**src/rtl/ldtu_bsl_pkg.sv**
```systemverilog
// Shared types and constants for the LiTe-DTU baseline calibration sequencer.
package ldtu_bsl_pkg;

  localparam int unsigned Nbits_12      = 12;
  localparam int unsigned Nbits_8       = 8;
  localparam int unsigned BSL_MAX       = 255;
  localparam int unsigned LOG2_NAVG_MAX = 6;
  localparam int unsigned CNT_W         = 8;

  typedef enum logic [2:0] {
    ST_IDLE,
    ST_SETTLE,
    ST_ACC_G01,
    ST_FIN_G01,
    ST_ACC_G10,
    ST_FIN_G10,
    ST_DONE
  } bsl_state_e;

endpackage

```
**src/rtl/ldtu_bsl_mean.sv**
```systemverilog
// Combinational mean -> margin subtract -> floor/saturate, shared by both gain channels.
module ldtu_bsl_mean #(
  parameter int unsigned Nbits_12  = 12,
  parameter int unsigned Nbits_8   = 8,
  parameter int unsigned LOG2_NAVG = 4,
  parameter int unsigned ACC_W     = Nbits_12 + LOG2_NAVG
) (
  input  logic [ACC_W-1:0]   acc_i,
  input  logic [3:0]         margin_i,
  output logic [Nbits_8-1:0] val_c_o,
  output logic               sat_c_o
);
  import ldtu_bsl_pkg::*;

  logic [Nbits_12-1:0] mean;
  logic [Nbits_12-1:0] rem;

  always_comb begin
    mean    = Nbits_12'(acc_i >> LOG2_NAVG);
    rem     = '0;
    val_c_o = '0;
    sat_c_o = 1'b0;
    if (mean > Nbits_12'(margin_i)) begin
      rem = mean - Nbits_12'(margin_i);
    end
    if (rem > Nbits_12'(BSL_MAX)) begin
      val_c_o = Nbits_8'(BSL_MAX);
      sat_c_o = 1'b1;
    end else begin
      val_c_o = rem[Nbits_8-1:0];
    end
  end

endmodule

```
**src/rtl/ldtu_bsl_calib.sv**
```systemverilog
// Baseline calibration sequencer: averages gain_1/gain_10 pedestals through one
// shared accumulator and loads the 8-bit baselines, with a manual override.
module ldtu_bsl_calib #(
  parameter int unsigned Nbits_12   = 12,
  parameter int unsigned Nbits_8    = 8,
  parameter int unsigned LOG2_NAVG  = 4,
  parameter int unsigned SETTLE_CYC = 8
) (
  input  logic                CLK,
  input  logic                rst_b,
  input  logic                calib_start,
  input  logic                calib_en_g01,
  input  logic                calib_en_g10,
  input  logic [Nbits_12-1:0] DATA12_g01,
  input  logic [Nbits_12-1:0] DATA12_g10,
  input  logic [1:0]          shift_gain_10,
  input  logic [3:0]          margin,
  input  logic                manual_mode,
  input  logic [Nbits_8-1:0]  BSL_MAN_g01,
  input  logic [Nbits_8-1:0]  BSL_MAN_g10,
  output logic [Nbits_8-1:0]  BSL_VAL_g01,
  output logic [Nbits_8-1:0]  BSL_VAL_g10,
  output logic                calib_busy,
  output logic                calib_done,
  output logic                sat_g01,
  output logic                sat_g10
);
  import ldtu_bsl_pkg::*;

  localparam int unsigned ACC_W = Nbits_12 + LOG2_NAVG;
  localparam int unsigned NAVG  = 1 << LOG2_NAVG;

  bsl_state_e          state_q, state_d;
  logic [ACC_W-1:0]    acc_q, acc_d;
  logic [CNT_W-1:0]    cnt_q, cnt_d;
  logic [Nbits_8-1:0]  bsl_g01_q, bsl_g01_d;
  logic [Nbits_8-1:0]  bsl_g10_q, bsl_g10_d;
  logic                sat_g01_q, sat_g01_d;
  logic                sat_g10_q, sat_g10_d;
  logic                busy_q, busy_d;
  logic                done_q, done_d;
  logic [Nbits_12-1:0] smp_g10;
  logic [Nbits_8-1:0]  mean_val;
  logic                mean_sat;

  assign smp_g10 = DATA12_g10 >> shift_gain_10;

  ldtu_bsl_mean #(
    .Nbits_12  (Nbits_12),
    .Nbits_8   (Nbits_8),
    .LOG2_NAVG (LOG2_NAVG),
    .ACC_W     (ACC_W)
  ) u_mean (
    .acc_i    (acc_q),
    .margin_i (margin),
    .val_c_o  (mean_val),
    .sat_c_o  (mean_sat)
  );

  // Next-state, datapath and registered-output decode
  always_comb begin
    state_d   = state_q;
    acc_d     = acc_q;
    cnt_d     = cnt_q;
    bsl_g01_d = bsl_g01_q;
    bsl_g10_d = bsl_g10_q;
    sat_g01_d = sat_g01_q;
    sat_g10_d = sat_g10_q;
    busy_d    = 1'b0;
    done_d    = 1'b0;

    unique case (state_q)
      ST_IDLE: begin
        if (calib_start && !manual_mode) begin
          state_d   = ST_SETTLE;
          acc_d     = '0;
          cnt_d     = '0;
          sat_g01_d = 1'b0;
          sat_g10_d = 1'b0;
        end
      end
      ST_SETTLE: begin
        if (cnt_q == CNT_W'(SETTLE_CYC - 1)) begin
          cnt_d = '0;
          if (calib_en_g01)      state_d = ST_ACC_G01;
          else if (calib_en_g10) state_d = ST_ACC_G10;
          else                   state_d = ST_DONE;
        end else begin
          cnt_d = cnt_q + CNT_W'(1);
        end
      end
      ST_ACC_G01: begin
        acc_d = acc_q + ACC_W'(DATA12_g01);
        if (cnt_q == CNT_W'(NAVG - 1)) begin
          state_d = ST_FIN_G01;
          cnt_d   = '0;
        end else begin
          cnt_d = cnt_q + CNT_W'(1);
        end
      end
      ST_FIN_G01: begin
        bsl_g01_d = mean_val;
        sat_g01_d = sat_g01_q | mean_sat;
        acc_d     = '0;
        cnt_d     = '0;
        state_d   = calib_en_g10 ? ST_ACC_G10 : ST_DONE;
      end
      ST_ACC_G10: begin
        acc_d = acc_q + ACC_W'(smp_g10);
        if (cnt_q == CNT_W'(NAVG - 1)) begin
          state_d = ST_FIN_G10;
          cnt_d   = '0;
        end else begin
          cnt_d = cnt_q + CNT_W'(1);
        end
      end
      ST_FIN_G10: begin
        bsl_g10_d = mean_val;
        sat_g10_d = sat_g10_q | mean_sat;
        acc_d     = '0;
        cnt_d     = '0;
        state_d   = ST_DONE;
      end
      ST_DONE: begin
        state_d = ST_IDLE;
      end
      default: begin
        state_d = ST_IDLE;
      end
    endcase

    // Manual mode overrides everything: aborts any run and discards FIN writes
    if (manual_mode) begin
      state_d   = ST_IDLE;
      acc_d     = '0;
      cnt_d     = '0;
      bsl_g01_d = BSL_MAN_g01;
      bsl_g10_d = BSL_MAN_g10;
      sat_g01_d = sat_g01_q;
      sat_g10_d = sat_g10_q;
    end

    busy_d = (state_d inside {ST_SETTLE, ST_ACC_G01, ST_FIN_G01, ST_ACC_G10, ST_FIN_G10});
    done_d = (state_d == ST_DONE);
  end

  always_ff @(posedge CLK or negedge rst_b) begin
    if (!rst_b) begin
      state_q   <= ST_IDLE;
      acc_q     <= '0;
      cnt_q     <= '0;
      bsl_g01_q <= '0;
      bsl_g10_q <= '0;
      sat_g01_q <= 1'b0;
      sat_g10_q <= 1'b0;
      busy_q    <= 1'b0;
      done_q    <= 1'b0;
    end else begin
      state_q   <= state_d;
      acc_q     <= acc_d;
      cnt_q     <= cnt_d;
      bsl_g01_q <= bsl_g01_d;
      bsl_g10_q <= bsl_g10_d;
      sat_g01_q <= sat_g01_d;
      sat_g10_q <= sat_g10_d;
      busy_q    <= busy_d;
      done_q    <= done_d;
    end
  end

  assign BSL_VAL_g01 = bsl_g01_q;
  assign BSL_VAL_g10 = bsl_g10_q;
  assign sat_g01     = sat_g01_q;
  assign sat_g10     = sat_g10_q;
  assign calib_busy  = busy_q;
  assign calib_done  = done_q;

endmodule

```
**config.mk**
```make
export PLATFORM = sky130hd
export DESIGN_NAME = ldtu_bsl_calib
export DESIGN_NICKNAME = d
export VERILOG_FILES = /design/src/rtl/ldtu_bsl_pkg.sv /design/src/rtl/ldtu_bsl_mean.sv /design/src/rtl/ldtu_bsl_calib.sv
export SDC_FILE = /design/constraint.sdc
export NUM_CORES = 1
export LEC_CHECK = 0
export BUFFER_PORTS_ARGS = -buffer_cell sky130_fd_sc_hd__buf_2
export CORE_MARGIN = 1.5
export CORE_UTILIZATION = 60
export CTS_CLUSTER_DIAMETER = 150
export DETAILED_ROUTE_END_ITERATION = 8
export GPL_ROUTABILITY_DRIVEN = 0
export HOLD_SLACK_MARGIN = 0.03
export PLACE_DENSITY = 0.86
export SYNTH_ARGS = -nofsm -noshare
export SYNTH_HDL_FRONTEND = slang
export SYNTH_SLANG_ARGS = --single-unit
export TNS_END_PERCENT = 30
```
**constraint.sdc**
```tcl
create_clock -name CLK -period 5.85 [get_ports CLK]
set_clock_uncertainty 0.15 [all_clocks]
set_input_delay 0.585 -clock CLK [delete_from_list [all_inputs] [get_ports CLK]]
set_output_delay 0.585 -clock CLK [all_outputs]
set_load 0.01 [all_outputs]
```
==> out/metrics.cfg <==
[worst_setup_path]
crit_family=compound AO/OA/AOI/OAI gates
cp_data_arrival_time_ns=3.80
rr_worst_depth=12
cp-start-kind=flip-flop
reg2reg_slack_ns=2.08
worst_path_most_repeated_cell=a22o_1
rr_startpoint=state_q[2]$_DFF_PN0_
path_buf_inv=0
endpoint_kind=flip-flop
required_ns=5.88
worstPathMaxFanout=15
cpMaxStageDelayCell=dfrtp_1
r2r_end=acc_q[14]$_DFFE_PN0P_
cp_slowest_stage_delay_ns=0.57
crit_cells=12
path_cells=nor2b_1 > nand2_1 > mux2_2 > ha_1 > fa_1 > a211oi_1 > o21bai_1 > a22o_1 > o21ai_0 > nor3_1 > xor2_1 > a22o_1
critPathKind=reg -> reg

[yosys]
async_flop_share_pct=100
netlist_area_um2=3450
postSynthAreaPerCell_um2=9.39
synth_top_area_cell=dfrtp_1
synth_seq_cells=47
synth-seq-area-share_pct=34.1
syn_nets=438
ys.flop_type=dfrtp_1
ys_top_cells_by_area=dfrtp_1, a22oi_1, ha_1, mux4_2, o21ai_0
ys_warn_count=0
synth.top_cell.area_share_pct=34.1
synth.most_common_cell=dfrtp_1
synth_common_cells=dfrtp_1, a22oi_1, o21ai_0
synth_edf_count=0
synth_cell_types=54
syn_inst=367

[pwr]
clkPwrFrac_pct=29.4
powerDensity_nw_per_um2=169
ir_drop_mv=0.111
share_seq_of_total_power_pct=51.6
internal_power_mw=0.489
switching_share_pct=26.4
pwr-share-comb_pct=19.0
p_sw_mw=0.176
total_leakage_power_nw=1.84

[final_layout]
drive_gt1_share_pct=24.2
fin_util_pct=70.9
final_cells=505
final_area_um2=3930
nNetsFinal=504
areaGrowthSynthToFinish_pct=14.1
n_antenna_cell=0

[place]
dp_cells=498
dp_hpwl_mm=5.77
placed_area_um2=3840
port-buffer-count=71

[die]
core-area_um2=5540
io_pins=72
die-area_um2=6210
rows=27
floorplan.initialDensity_pct=62.2
dieHeight_um=78.8
die_w_um=78.8

[detailed_routing]
dr.max_layer_used=met4
route.met3.wl_um=407
wl_met2_mm=3.68
met1_length_mm=3.33
wl_per_cell_um=14.8
antenna_left=0
drt_first_pass_iters=5
drt_wl_total_mm=7.49
drtIter0Drc=177
viasPerCell=6.04
route.detailed.drc=0
num_vias=3048

[timing]
finalSetupTns_ns=0
fin_crit_sh_pct=64.4
max_freq_ghz=0.265
setup_viol=0
grt_setup_unrepaired=false
tightest_slew_ns=1.14
hold_violations=0
max_slew_margin_pct=22.9
final_max_slew_viol_count=0
post-route-min-period_ns=3.77
holdWs_ns=0.316

[clocking]
ctsResizeCount=0
cts_tree=done
clock_path_buffers=2
cts-buffers-inserted=5
cts_max_level=2
cts_root_buffer=clkbuf_8
postCtsHoldBufs=0
cts_setup_buffers=0
clk_pin_slew_worst_paths_ns=0.08
cts.sinks=47
clk-insertion-delay-late_ns=0.29

[global_routing]
antenna_found_initial=0
grt_max_degree=48
gr-total-overflow=0
grt_pass1_vias=2832
grt_pass1_wl_mm=12.7
grtUsageTotal_pct=25.4

[run_status]
status=finished, final reports clean

[flow_run]
max_cap_violations=0

[worst_hold_path]
worstHoldPathType=in -> async

## cell type report
type	count	area, um^2
clock buffers	6	82.6
fillers	444	1610
multi-input cells	290	2150
well taps	72	90.1
repair buffers	72	363
clock inverters	1	5.00
inverters	17	63.8
flip-flops and latches	47	1180
## routing by layer
layer,global-route usage (%),vias to the layer above
met2,45.6,103
li1,-,1514
met4,5.89,0
met1,32.8,1423
met5,0,-
met3,2.64,8
## stage by stage
stage	power, mW	worst slack, ns
after floorplan	0.426	1.95
final	0.664	2.08
after global placement	0.471	2.02
after detailed placement	0.476	1.92
after global routing	0.697	1.79
after CTS	0.667	2.10
## flip-flops by register name (all words and copies together), names as in the netlist
register     cells
acc_q           16
BSL_VAL_g01      8
BSL_VAL_g10      8
cnt_q            8
state_q          3
calib_busy       1
calib_done       1
sat_g01          1
sat_g10          1
## power groups by stage
stage | clock, mW | combinational, mW | sequential [mW]
after global placement | 0 | 0.122 | 0.348
after floorplan | 0 | 0.0727 | 0.354
after detailed placement | 0 | 0.127 | 0.349
final | 0.195 | 0.127 | 0.343
after global routing | 0.212 | 0.142 | 0.344
after CTS | 0.197 | 0.127 | 0.342
## cells by family (layout without fill, tap and decap cells)
family	count (synthesis)	after routing	share of synthesized area (%)
adder cells (fa/ha/maj)	19	19	7.33
XOR/XNOR	15	15	3.81
buffers and inverters	30	96	3.49
flip-flops	47	47	34.1
multiplexers	18	18	8.10
AND/OR/NAND/NOR	108	108	16.4
AO/OA/AOI/OAI	130	130	26.7
## how the worst max path moves through the flow
stage / startpoint / to
after floorplan: shift_gain_10[0] / acc_q[14]$_DFFE_PN0P_
after global placement: shift_gain_10[0] / acc_q[14]$_DFFE_PN0P_
after detailed placement: shift_gain_10[0] / acc_q[14]$_DFFE_PN0P_
after CTS: state_q[2]$_DFF_PN0_ / acc_q[14]$_DFFE_PN0P_
after global routing: state_q[2]$_DFF_PN0_ / acc_q[14]$_DFFE_PN0P_
final: state_q[2]$_DFF_PN0_ / acc_q[14]$_DFFE_PN0P_
## cells in the final DEF, fill, tap and decap left out, drive strengths merged, types with 6 or more instances in the layout
cell,n
buf,72
dfrtp,47
a22oi,32
o21ai,29
nor2,26
nand2,23
a21oi,21
nor2b,19
inv,17
ha,17
a22o,12
mux2,9
xor2,8
nand3,8
mux4,7
xnor2,7
a211oi,6
o31ai,6
nor3,6
and2,6
clkbuf,6
Note: power is estimated with default switching activity, not from simulation.
